--- src/rtl/ibis_vga_pattern_gen.sv ---
// Frame-synchronous VGA test-pattern generator: XOR, bars, checker, ramp, solid.
// Two-stage colour pipeline with syncs/DE delayed alongside so outputs stay aligned.
module ibis_vga_pattern_gen #(
   parameter int WIDTH       = 10,
   parameter int BAR_SHIFT   = 6,
   parameter int CHECK_SHIFT = 5
) (
   input  logic             aclk,
   input  logic             aresetn,
   input  logic             enable,
   input  logic [WIDTH-1:0] ord_x,
   input  logic [WIDTH-1:0] ord_y,
   input  logic             de_in,
   input  logic             hsync_in,
   input  logic             vsync_in,
   input  logic [2:0]       mode_in,
   input  logic             mode_load,
   input  logic             scroll_en,
   input  logic [23:0]      fill_rgb,
   output logic [7:0]       red,
   output logic [7:0]       grn,
   output logic [7:0]       blu,
   output logic             de_out,
   output logic             hsync_out,
   output logic             vsync_out,
   output logic [7:0]       frame_count
);

   logic [2:0]       r_p_mode, r_mode;
   logic             r_p_scroll, r_scroll, r_p_valid;
   logic [23:0]      r_p_fill, r_fill;
   logic [7:0]       r_fc;

   logic [WIDTH-1:0] r_s1_sx, r_s1_y;
   logic             r_s1_de, r_s1_hs, r_s1_vs;
   logic [23:0]      r_rgb;
   logic             r_de, r_hs, r_vs;

   logic             w_sof;
   logic [2:0]       w_nx_mode;
   logic             w_nx_scroll, w_scroll_cur;
   logic [23:0]      w_nx_fill;
   logic [WIDTH-1:0] w_sx;
   logic [2:0]       w_bar, w_k;
   logic             w_chk;
   logic [23:0]      w_rgb;
   logic             w_unused;

   assign w_sof = enable & de_in & (ord_x == '0) & (ord_y == '0);

   // A load in the SOF cycle wins over an older pending request.
   assign w_nx_mode   = mode_load ? mode_in   : (r_p_valid ? r_p_mode   : r_mode);
   assign w_nx_scroll = mode_load ? scroll_en : (r_p_valid ? r_p_scroll : r_scroll);
   assign w_nx_fill   = mode_load ? fill_rgb  : (r_p_valid ? r_p_fill   : r_fill);

   // Pixel (0,0) already uses the incoming configuration.
   assign w_scroll_cur = w_sof ? w_nx_scroll : r_scroll;
   assign w_sx         = ord_x + (w_scroll_cur ? WIDTH'(r_fc) : '0);

   always_ff @(posedge aclk) begin
      if (!aresetn) begin
         r_p_mode   <= '0;
         r_p_scroll <= 1'b0;
         r_p_fill   <= '0;
         r_p_valid  <= 1'b0;
         r_mode     <= '0;
         r_scroll   <= 1'b0;
         r_fill     <= '0;
         r_fc       <= '0;
      end else begin
         if (mode_load) begin
            r_p_mode   <= mode_in;
            r_p_scroll <= scroll_en;
            r_p_fill   <= fill_rgb;
         end
         if (w_sof) begin
            r_mode    <= w_nx_mode;
            r_scroll  <= w_nx_scroll;
            r_fill    <= w_nx_fill;
            r_fc      <= r_fc + 8'd1;
            r_p_valid <= 1'b0;
         end else if (mode_load) begin
            r_p_valid <= 1'b1;
         end
      end
   end

   assign w_bar = r_s1_sx[BAR_SHIFT+2:BAR_SHIFT];
   assign w_k   = ~w_bar;
   assign w_chk = r_s1_sx[CHECK_SHIFT] ^ r_s1_y[CHECK_SHIFT];

   // High raster bits feed no pattern; folded here so they count as consumed.
   assign w_unused = ^{r_s1_sx, r_s1_y};

   always_comb begin
      w_rgb = '0;
      if (r_s1_de) begin
         case (r_mode)
            3'd0:    w_rgb = {r_s1_sx[7:0], r_s1_y[7:0], r_s1_sx[7:0] ^ r_s1_y[7:0]};
            3'd1:    w_rgb = {{8{w_k[2]}}, {8{w_k[1]}}, {8{w_k[0]}}};
            3'd2:    w_rgb = {24{w_chk}};
            3'd3:    w_rgb = {3{r_s1_sx[7:0]}};
            3'd4:    w_rgb = r_fill;
            default: w_rgb = '0;
         endcase
      end
   end

   always_ff @(posedge aclk) begin
      if (!aresetn) begin
         r_s1_sx <= '0;
         r_s1_y  <= '0;
         r_s1_de <= 1'b0;
         r_s1_hs <= 1'b0;
         r_s1_vs <= 1'b0;
         r_rgb   <= '0;
         r_de    <= 1'b0;
         r_hs    <= 1'b0;
         r_vs    <= 1'b0;
      end else if (enable) begin
         r_s1_sx <= w_sx;
         r_s1_y  <= ord_y;
         r_s1_de <= de_in;
         r_s1_hs <= hsync_in;
         r_s1_vs <= vsync_in;
         r_rgb   <= w_rgb;
         r_de    <= r_s1_de;
         r_hs    <= r_s1_hs;
         r_vs    <= r_s1_vs;
      end
   end

   assign red         = r_rgb[23:16];
   assign grn         = r_rgb[15:8];
   assign blu         = r_rgb[7:0];
   assign de_out      = r_de;
   assign hsync_out   = r_hs;
   assign vsync_out   = r_vs;
   assign frame_count = r_fc;

endmodule

--- config.mk ---
export PLATFORM = sky130hd
export DESIGN_NAME = ibis_vga_pattern_gen
export DESIGN_NICKNAME = d
export VERILOG_FILES = /design/src/rtl/ibis_vga_pattern_gen.sv
export SDC_FILE = /design/constraint.sdc
export NUM_CORES = 1
export LEC_CHECK = 0
export CORE_MARGIN = 8
export CORE_UTILIZATION = 45
export DETAILED_ROUTE_END_ITERATION = 6
export PLACE_DENSITY = 0.72
export SETUP_SLACK_MARGIN = 0.1
export SLEW_MARGIN = 15
export SYNTH_ARGS = -nofsm -noshare
export SYNTH_HDL_FRONTEND = slang
export SYNTH_SLANG_ARGS = --single-unit
--- constraint.sdc ---
create_clock -name aclk -period 3.9 [get_ports aclk]
set_input_delay 0.78 -clock aclk [delete_from_list [all_inputs] [get_ports aclk]]
set_output_delay 0.78 -clock aclk [all_outputs]
set_load 0.01 [all_outputs]
Word-level counts from Yosys, hierarchy flattened
Index checks and enable logic that the tools add are counted.

Add/sub/neg operators: 2. Equality and inequality tests: 4. Mux-type cells: 10. Bitwise operators: 7. Reductions and logical operators: 6.

Operator list (count): 24-bit one-hot mux with 5 select lines (1); 24-bit two-way mux (3); 10-bit logical NOT (2); 9-bit by 8-bit adder with 9-bit output (1); 8-bit by 1-bit adder with 8-bit output (second input constant) (1); 8-bit two-way mux (1); 8-bit bitwise XOR (1); 3-bit by 2-bit == test with 1-bit output (second input constant) (2); 3-bit two-way mux (2); 1-bit AND (3); 3-bit by 1-bit == test with 1-bit output (second input constant) (1); 3-bit == test (second input constant) (1); 3-bit logical NOT (1); 1-bit two-way mux (3); 3-bit inverter (1); 2-bit AND reduction (1); 2-bit nonzero test (1); 2-bit OR reduction (1); 1-bit inverter (1); 1-bit bitwise XOR (1).

Bits in registers: 112. Input port bits: 55. Output and inout port bits: 35. Word-level logic and storage cells: 46.

Longest topological paths before layout
Word-level depth: 6. Depth in mapped cells: 11. Depth with buffers taken out: 10.

Least setup slack after synthesis
OpenSTA, ideal clock, no wires.

Kind: input-to-reg. Start: in ord_x[9]. End: reg r_s1_sx[8]. Setup time: 126 ps. Arrival: 3445 ps. Required time: 3774 ps. Path slack: 329 ps. Cell stages on the path: 11. Buffers on the path: 1. Cells stage by stage: nor4_2 > nand4_4 > nor3_4 > buf_6 > mux2i_1 > ha_1 > fa_1 > a211o_1 > a211oi_1 > or3_1 > o211ai_1.

Word-level cells in the longest chain between the ends: 6.

RTL lines: start, declared (line 11) `input logic [WIDTH-1:0] ord_x,`; 10-bit logical NOT (line 49) `assign w_sof = enable & de_in & (ord_x == '0) & (ord_y == '0);`; 1-bit AND (2 in a row) (line 49); 1-bit two-way mux; 8-bit two-way mux (line 58) `assign w_sx = ord_x + (w_scroll_cur ? WIDTH'(r_fc) : '0);`; 9-bit by 8-bit adder with 9-bit output (line 58); end signal, assigned (line 121) `r_s1_sx <= w_sx;`; end, declared (line 34) `logic [WIDTH-1:0] r_s1_sx, r_s1_y;`.

Every way passes these cells. A chain may end at the register's enable or synchronous reset.

Worst setup path in the final report
Start: in ord_y[0]. End: reg r_s1_sx[7].

Word-level cells in the longest chain between the ends: 5.

RTL lines: start, declared (line 12) `input logic [WIDTH-1:0] ord_y,`; 10-bit logical NOT (line 49); 1-bit AND (line 49); 1-bit two-way mux; 8-bit two-way mux (line 58); 9-bit by 8-bit adder with 9-bit output (line 58).

Every way passes these cells.

==> flow_metrics.env <==
export IMPL_status="finished, final reports clean"
export IMPL_gp_congestion=0.885
export IMPL_period_share_pct=90.9
export IMPL_wl_per_cell_um=17.9
export IMPL_coreArea_um2=11900
export IMPL_maxSlewViolCount=0
export IMPL_final_hold_violation_count=0
export IMPL_grt_max_degree=56
export IMPL_drive_above_1_share_pct=7.73
export IMPL_setup_viol=0
export IMPL_critPathRequiredTime_ps=4160
export IMPL_cp_arrival_ps=3800
export IMPL_die_height_um=126
export IMPL_dpl_cell_count=831
export IMPL_cp_start_kind="input pin"
export IMPL_syn_nets=695
export IMPL_dieArea_um2=15900
export IMPL_fin_crit_ps=3540
export IMPL_cp_slowest_stage_delay_ps=460
export IMPL_avgViaCountPerCell=5.72
export IMPL_remaining_drc_errors=0
export IMPL_fin_area_um2=6680
export IMPL_h_tree_depth=3
export IMPL_postCtsSetupBuffers=0
export IMPL_syn_mean_instance_area_um2=8.67
export IMPL_crit_fanout=7
export IMPL_insertion_delay_ps=350
export IMPL_grt_overflow=0
export IMPL_p_per_area_nw_per_um2=344
export IMPL_path_class="input pin to register"
export IMPL_cp_slowest_cell="nor4_2"
export IMPL_tightest_slew_ps=959
export IMPL_ys_types=52
export IMPL_cts_tree="done"
export IMPL_syn2layout_area_growth_pct=22.3
export IMPL_clock_sinks=112
export IMPL_clk_pin_slew_ps=70
export IMPL_synth_area_um2=5460
export IMPL_via_count=4841
export IMPL_ant_nets=0
export IMPL_ir_drop_uv=181
export IMPL_antenna_found_initial=0
export IMPL_synthArstFlopShare_pct=0
export IMPL_dr_pass1_iters=4
export IMPL_cts_root_buf="clkbuf_16"
export IMPL_track_usage_pct=19.1
export IMPL_p_leak_nw=2.58
export IMPL_synth_yosys_seq_area_share_pct=41.1
export IMPL_finClkSkew_ps=5.33
export IMPL_timing_slew_headroom_pct=35.8
export IMPL_clockBufferDepth=2
export IMPL_critPathCaptureType="register"
export IMPL_hp_class="register to register"
export IMPL_cts_resized=0
export IMPL_cap_violations=0
export IMPL_synth_warnings=0
export IMPL_grt_pass1_wl_um=24400
export IMPL_initial_utilization_pct=45.8
export IMPL_dp_hpwl_um=11200
export IMPL_die_x_um=126
export IMPL_cts_hold_buf=0
export IMPL_critPathBufInv=2
export IMPL_ys_ff_latch=112
export IMPL_synth_enable_flop_cells=0
export IMPL_path_cells="clkdlybuf4s50_1 > nor4_2 > nand4_4 > nor3_4 > buf_4 > mux2i_1 > ha_1 > o21a_1 > a211oi_1 > o21ai_0 > a311oi_1"
export IMPL_fmax_mhz=282
export IMPL_port_buffers=89
export IMPL_rsz0062_at_grt="false"
export IMPL_fin_cells=846
export IMPL_p_total_mw=2.30
export IMPL_numCtsBuffers=9
export IMPL_ys_flop_type="dfxtp_1"
export IMPL_drt_iter0_drc=322
export IMPL_diodes=0
export IMPL_layout_nets=760
export IMPL_syn_inst=630
export IMPL_grt_pass1_vias=4619
export IMPL_ios=90
export IMPL_cp_top_family="simple AND/OR/NAND/NOR gates"
export IMPL_rows=40
export IMPL_routed_wl_um=15100
export IMPL_placed_area_um2=6400
## worst register-to-register path, cell delays in order (launching register included)
cell	delay, ps
dfxtp_1	300
mux2i_1	420
or2b_2	200
mux2i_1	70
ha_1	230
fa_1	430
a211o_1	340
a211oi_1	250
or3_1	150
o211ai_1	80
## logic make-up after synthesis
logic type,Yosys count,synth area share [%]
AOI/OAI and AO/OA,146,17.6
xor gates and xnor gates,2,0.321
adders and majority gates,10,2.43
buffers and inverters,62,5.29
DFF,112,41.1
muxes,56,10.3
and+or+nand+nor,242,23.0
## path summary, 6_finish.rpt
path | startpoint | to | slack (ps) | depth (start not counted)
min reg2reg | r_fill[5] | r_fill[5] | 460 | 2
max | ord_y[0] | r_s1_sx[7] | 360 | 11
min | r_fill[5] | r_fill[5] | 460 | 2
max reg2reg | r_p_scroll | r_s1_sx[8] | 1320 | 9
## layout by cell type (no fill, tap or decap), drive strengths merged, types with 2 or more instances in the layout
master,count
dfxtp,112
clkdlybuf4s50,87
nand2,65
nor2,60
mux2i,56
o21ai,48
nand4,32
a21oi,19
nand3,18
buf,17
a22o,16
or3,14
inv,14
nand2b,13
a31oi,11
a21o,11
nor2b,9
or3b,9
o211ai,9
ha,9
clkbuf,9
o221ai,8
nor4,7
a211oi,6
nor3,4
clkinv,4
a211o,3
o21a,3
and2,3
or2b,2
and3,2
o311ai,2
o41ai,2
o2bb2ai,2
o31ai,2
a2bb2oi,2
## state kept, by name, summed over array words and instances, names as in the netlist
name,cells
vsync_out,1
r_s1_de,1
hsync_out,1
r_p_valid,1
frame_count,8
r_fill,24
de_out,1
r_s1_vs,1
r_s1_y,8
r_s1_sx,9
r_mode,3
r_scroll,1
r_rgb,24
r_s1_hs,1
r_p_scroll,1
r_p_fill,24
r_p_mode,3
## cell usage after synthesis, types with 5 or more instances
master | instances | share of area [%]
o221ai_1 | 8 | 1.3
inv_1 | 12 | 0.83
a31oi_1 | 11 | 1.3
nand2_1 | 65 | 4.5
nor2b_1 | 9 | 1.0
nor4_1 | 5 | 0.57
ha_1 | 9 | 2.1
a21oi_1 | 19 | 1.7
o21ai_0 | 46 | 4.2
a21o_1 | 11 | 1.5
nand3_1 | 17 | 1.6
nor2_1 | 60 | 4.1
clkbuf_1 | 31 | 2.1
or3_1 | 13 | 1.5
mux2i_1 | 56 | 10
a211oi_1 | 6 | 0.83
buf_2 | 11 | 1.0
a22o_1 | 16 | 2.6
dfxtp_1 | 112 | 41
nand4_1 | 31 | 3.6
o211ai_1 | 9 | 1.2
or3b_2 | 9 | 1.4
nand2b_1 | 13 | 1.5
## power by group
part / leakage [nW] / switching [mW] / internal [mW]
registers: 0.913 / 0.0197 / 1.18
logic: 1.53 / 0.121 / 0.118
clock network: 0.137 / 0.429 / 0.435
total: 2.58 / 0.569 / 1.73
## layer usage
metal | track usage [%] | vias to the layer above | share of wire [%]
met1 | 24.9 | 2303 | 48
met5 | 0 | - | 0
met4 | 7.64 | 0 | 2.1
met2 | 30.2 | 106 | 46
met3 | 3.76 | 19 | 4.1
li1 | - | 2413 | -
## layout make-up
type                       instances  area (um^2)
multi-input combinational        456         2950
inverter                          12         45.0
fill                            1131         5230
clock inverter                     6         43.8
sequential                       112         2240
tap                              147          184
timing repair buffer             104          993
clock buffer                       9          225
## per-stage QoR
stage / setup TNS (ps) / setup slack (ps) / hold slack [ps] / utilization, %
2_1_floorplan: 0 / 329 / 436 / -
3_3_place_gp: 0 / 134 / 449 / 53.7
3_5_place_dp: -33.9 / -25.5 / 454 / 53.7
4_1_cts: 0 / 327 / 464 / 56.0
5_1_grt: 0 / 119 / 495 / 56.1
6_report: 0 / 355 / 461 / 56.1
Note: power is estimated with default switching activity, not from simulation.
